**src/rtl/serial_pkg.sv**
```systemverilog
// serial_pkg: shared FSM state encoding and parity-mode constants for the serial parity framer
package serial_pkg;

   typedef enum logic [1:0] {
      IDLE   = 2'd0,
      SHIFT  = 2'd1,
      PARITY = 2'd2
   } state_e;

   localparam logic PAR_EVEN = 1'b0;
   localparam logic PAR_ODD  = 1'b1;

endpackage

```
**src/rtl/parity_accum.sv**
```systemverilog
// parity_accum: one-bit running-XOR parity register with seed load and accumulate enable
module parity_accum
   import serial_pkg::*;
#(
   parameter bit ODD = 1'b0
) (
   input  logic clk,
   input  logic rst_n,
   input  logic load,
   input  logic en,
   input  logic din,
   output logic par
);

   localparam logic SEED = ODD ? PAR_ODD : PAR_EVEN;

   logic par_d, par_q;

   // seed on a new frame, otherwise fold in each transmitted bit
   always_comb begin
      par_d = load ? SEED : (en ? (par_q ^ din) : par_q);
   end

   // parity storage, returns to the seed value on reset
   always_ff @(posedge clk or negedge rst_n) begin
      if (!rst_n) par_q <= SEED;
      else        par_q <= par_d;
   end

   assign par = par_q;

endmodule

```
**src/rtl/serial_parity_tx.sv**
```systemverilog
// serial_parity_tx: shifts a parallel word out LSB-first and appends a parity beat
module serial_parity_tx
   import serial_pkg::*;
#(
   parameter int WIDTH = 8,
   parameter bit ODD   = 1'b0
) (
   input  logic             clk,
   input  logic             rst_n,
   input  logic [WIDTH-1:0] in_data,
   input  logic             in_valid,
   output logic             in_ready,
   output logic             out_bit,
   output logic             out_valid,
   input  logic             out_ready,
   output logic             out_last,
   output logic             busy
);

   localparam int            CW   = $clog2(WIDTH);
   localparam logic [CW-1:0] LAST = CW'(WIDTH - 1);

   state_e           state_d, state_q;
   logic [WIDTH-1:0] shift_d, shift_q;
   logic [CW-1:0]    cnt_d, cnt_q;
   logic             par;
   logic             in_xfer, out_xfer, shift_en;

   // handshake and serial outputs; only out_ready reaches in_ready combinationally
   always_comb begin
      in_ready  = (state_q == IDLE) || ((state_q == PARITY) && out_ready);
      out_valid = state_q != IDLE;
      out_last  = state_q == PARITY;
      busy      = state_q != IDLE;
      out_bit   = (state_q == SHIFT) ? shift_q[0] : ((state_q == PARITY) ? par : 1'b0);
      in_xfer   = in_valid && in_ready;
      out_xfer  = out_valid && out_ready;
      shift_en  = (state_q == SHIFT) && out_xfer;
   end

   // frame sequencing; an accept during the parity beat chains straight into the next frame
   always_comb begin
      state_d = state_q;
      case (state_q)
         IDLE:    state_d = in_xfer ? SHIFT : IDLE;
         SHIFT:   state_d = (out_xfer && cnt_q == LAST) ? PARITY : SHIFT;
         PARITY:  state_d = out_xfer ? (in_xfer ? SHIFT : IDLE) : PARITY;
         default: state_d = IDLE;
      endcase
   end

   // datapath: load a fresh word, or advance one bit per accepted data beat
   always_comb begin
      shift_d = in_xfer ? in_data : (shift_en ? (shift_q >> 1) : shift_q);
      cnt_d   = in_xfer ? '0 : (shift_en ? cnt_q + CW'(1) : cnt_q);
   end

   // state, shifter and bit counter registers
   always_ff @(posedge clk or negedge rst_n) begin
      if (!rst_n) begin
         state_q <= IDLE;
         shift_q <= '0;
         cnt_q   <= '0;
      end else begin
         state_q <= state_d;
         shift_q <= shift_d;
         cnt_q   <= cnt_d;
      end
   end

   parity_accum #(.ODD(ODD)) u_par (
      .clk   (clk),
      .rst_n (rst_n),
      .load  (in_xfer),
      .en    (shift_en),
      .din   (shift_q[0]),
      .par   (par)
   );

endmodule

```
**config.mk**
```make
export PLATFORM = sky130hd
export DESIGN_NAME = serial_parity_tx
export DESIGN_NICKNAME = d
export VERILOG_FILES = /design/src/rtl/serial_pkg.sv /design/src/rtl/parity_accum.sv /design/src/rtl/serial_parity_tx.sv
export SDC_FILE = /design/constraint.sdc
export NUM_CORES = 1
export LEC_CHECK = 0
export ABC_CLOCK_PERIOD_IN_PS = 1100
export BUFFER_PORTS_ARGS = -buffer_cell sky130_fd_sc_hd__buf_2
export CAP_MARGIN = 40
export CORE_UTILIZATION = 46
export CTS_CLUSTER_SIZE = 16
export DETAILED_ROUTE_END_ITERATION = 6
export PLACE_DENSITY = 0.72
export SLEW_MARGIN = 40
export SYNTH_ARGS = -nofsm -noshare
export SYNTH_HDL_FRONTEND = slang
export SYNTH_SLANG_ARGS = --single-unit
```
**constraint.sdc**
```tcl
create_clock -name clk -period 1.1 [get_ports clk]
set_clock_uncertainty 0.1 [all_clocks]
set_input_delay 0.22 -clock clk [delete_from_list [all_inputs] [get_ports clk]]
set_output_delay 0.22 -clock clk [all_outputs]
set_load 0.02 [all_outputs]
```
==> metrics.md <==
| Metric | Value |
|---|---|
| Most frequent cell after synthesis | nand2_1 |
| Initial core utilization | 0.505 |
| PortBufs | 16 |
| Largest net degree at the start of global routing | 15 |
| Multi-input logic area | 546 sq um |
| Reg power frac | 0.294 |
| CTS Root Cell | clkbuf_4 |
| Fraction of layout cells with a size suffix above 1 | 0.707 |
| Max Fclk | 635 MHz |
| CTS Sinks | 14 |
| GRT Total Usage | 0.224 |
| Number of synthesized register bits | 14 |
| RePlAce Congestion | 0.758 |
| CTS HTree Levels | 1 |
| CTS buffer count | 3 |
| Yosys warnings | 0 |
| Area grow syn2layout | 65.9% |
| Initial antenna violation count | 0 |
| Die area | 1860 sq um |
| # nets final | 131 |
| Core Area | 1540 sq um |
| HPWL after DPL | 1.14 mm |
| Commonest cells post-synth | nand2_1, dfrtp_1, a31oi_2, nor3_1, a21oi_1 |
| Post-DRT Antenna Nets | 0 |
| Drt initial violations | 6 |
| Slew @ Worst Pin | 0.319 ns |
| Via count | 734 |
| Crit-path max cell delay | 0.45 ns |
| Syn Inst Count | 81 |
| Psw | 1340 uW |
| Comb pwr share | 0.592 |
| CTS max path bufs | 2 |
| Vias in the first global route | 676 |
| Failing checks | setup timing |
| Top Ports | 17 |
| Tightest Hold Check Type | in2reg |
| Die Height | 43.1 microns |
| Final worst-path cycle share | 1.43 |
| Drt pass-1 iters | 4 |
| Area contributors post-synth | dfrtp_1, a31oi_2, nand2_1, nor3_1, ha_1 |
| Sequential cell area | 353 sq um |
| Slew HR | 0.785 |
| Final min period | 1.57 ns |
| CP startpoint kind | register |
| Crit end category | output pin |
| Register area share after synthesis | 0.450 |
| Clock latency on the worst-skew pair | 0.30 ns |
| Final-layout fill cell count | 85 |
| Asr flop ratio synth | 1.00 |
| CP max FO | 4 |
| CTS clk-pin slew, worst paths | 0.09 ns |
| Post-synth net total | 95 |
| Final slew viol count | 0 |
| Largest area contributor in the netlist | dfrtp_1 |
| Count of different cell masters after synthesis | 26 |
| First-pass GRT wire length | 2.99 mm |
| WS Path Type | reg2out |
| Most numerous cell on the critical path | buf_6 |
| Sw Ratio | 0.395 |
| Max-cap violation count | 0 |
| Leakage Power | 0.000612 uW |
| Outcome | finished, violations left |
| Unrepaired setup endpoints after global routing | yes |
| Final Instance Area | 1290 sq um |
| Worst setup margin | -0.474 ns |
| Final hold vios | 0 |
| Most common flop cell mapped by yosys | dfrtp_1 |
| Area after DPL | 961 sq um |
| Clock power share | 0.115 |
| Mapped Area | 778 sq um |
| Setup TNS | -6.39 ns |
| Residual DRC | 0 |
| Yosys top cell area share | 0.450 |
| Total Power | 3380 uW |
| Die Width | 43.1 microns |
| Avg Inst Size Synth | 9.61 sq um |
| Final Setup Violations | 19 |
| Crit path DAT | 1.25 ns |
| Diode count | 0 |
| Cell-internal power | 2050 uW |
| FP Rows | 14 |
| Avg Vias per Cell | 5.56 |
| Worst-path cell with the longest stage delay | dfrtp_2 |
| Post-Route WL | 2.38 mm |
| CP required | 0.78 ns |
| Grt ovf | 0 |
| Peak VDD IR | 0.00178 V |
| P per Cell Area | 2620 nW/um^2 |
| Crit path cell chain | buf_6 > or2_4 > buf_6 |
| DR WL/cell | 18.0 microns |
| Post-synth EDFFs | 0 |
| CTS tree | yes |
==> registers in the layout (all words and copies together), names as in the netlist <==
name       cells
state_q        2
cnt_q          3
shift_q        8
u_par.par      1
==> worst paths after layout <==
| path | from | endpoint | slack (ns) | cells after the start |
|---|---|---|---|---|
| worst max register to register | state_q[1] | u_par.par | -0.42 | 4 |
| worst min register to register | cnt_q[2] | cnt_q[2] | 0.48 | 2 |
| worst min-delay path | in_data[7] | shift_q[7] | 0.07 | 3 |
| min in group asynchronous | rst_n | shift_q[3] | 0.24 | 2 |
| worst max-delay path | state_q[0] | busy | -0.47 | 3 |
| max in group asynchronous | rst_n | state_q[1] | 0.40 | 2 |
==> cells in the final DEF (no fill, tap or decap), types with 3 or more instances in the layout <==
cell type  instances
a31oi_2            5
nor3_2             3
buf_2             12
nand2_4            7
nand2_1            5
clkbuf_4           3
inv_1              3
nor3_1             4
dfrtp_1           12
buf_4             10
nand2_2            7
buf_6             12
a21oi_1            3
==> worst max-delay path: cells and delay by family (launching register included) <==
kind,cells,cell delay [ns]
buffers and inverters,2,0.26
flip-flops,1,0.45
AND/OR/NAND/NOR,1,0.25
==> metrics by stage <==
stage,util,hold WS [ns],worst slack (ns),std cells
after detailed placement,0.623,0.0279,-0.284,117
after global routing,0.838,0.0783,-0.514,132
final,0.838,0.0710,-0.474,132
after global placement,0.623,0.0294,-0.230,117
after floorplan,-,-0.176,-0.125,81
after CTS,0.723,0.0710,-0.444,127
==> routing by layer <==
layer	GRT usage	vias up	wire length, microns
li1	-	348	-
met1	0.268	367	961
met2	0.364	12	1300
met3	0.0638	7	61
met4	0.109	0	55
met5	0	-	0
==> kinds of logic after synthesis <==
| logic type | synth area share |
|---|---|
| flops | 0.450 |
| xor+xnor | 0.0113 |
| fa+ha+maj | 0.0321 |
| buf+inv | 0.0675 |
| compound gates | 0.201 |
| simple gates | 0.238 |
==> power by group through the flow <==
stage | clock network (uW) | registers (uW) | logic, uW
global route | 413 | 1010 | 2130
detailed placement | 0 | 915 | 1200
global placement | 0 | 916 | 1160
CTS | 377 | 897 | 1510
floorplan | 0 | 892 | 888
finish | 388 | 994 | 2000
==> area by class of cell <==
class / count / area share
inverter: 3 / 0.00872
timing repair buffer: 37 / 0.252
tap: 16 / 0.0155
multi-input combinational: 58 / 0.422
clock buffer: 4 / 0.0281
sequential: 14 / 0.273
==> repair_timing <==
action,4_1_cts,5_1_grt
hold buffers,1,0
resized for setup,19,33
endpoints found under the hold margin,14,0
gates cloned,0,2
endpoints found under the setup margin,19,19
setup buffers,5,3
pin swaps,2,17
Note: power is estimated with default switching activity, not from simulation.
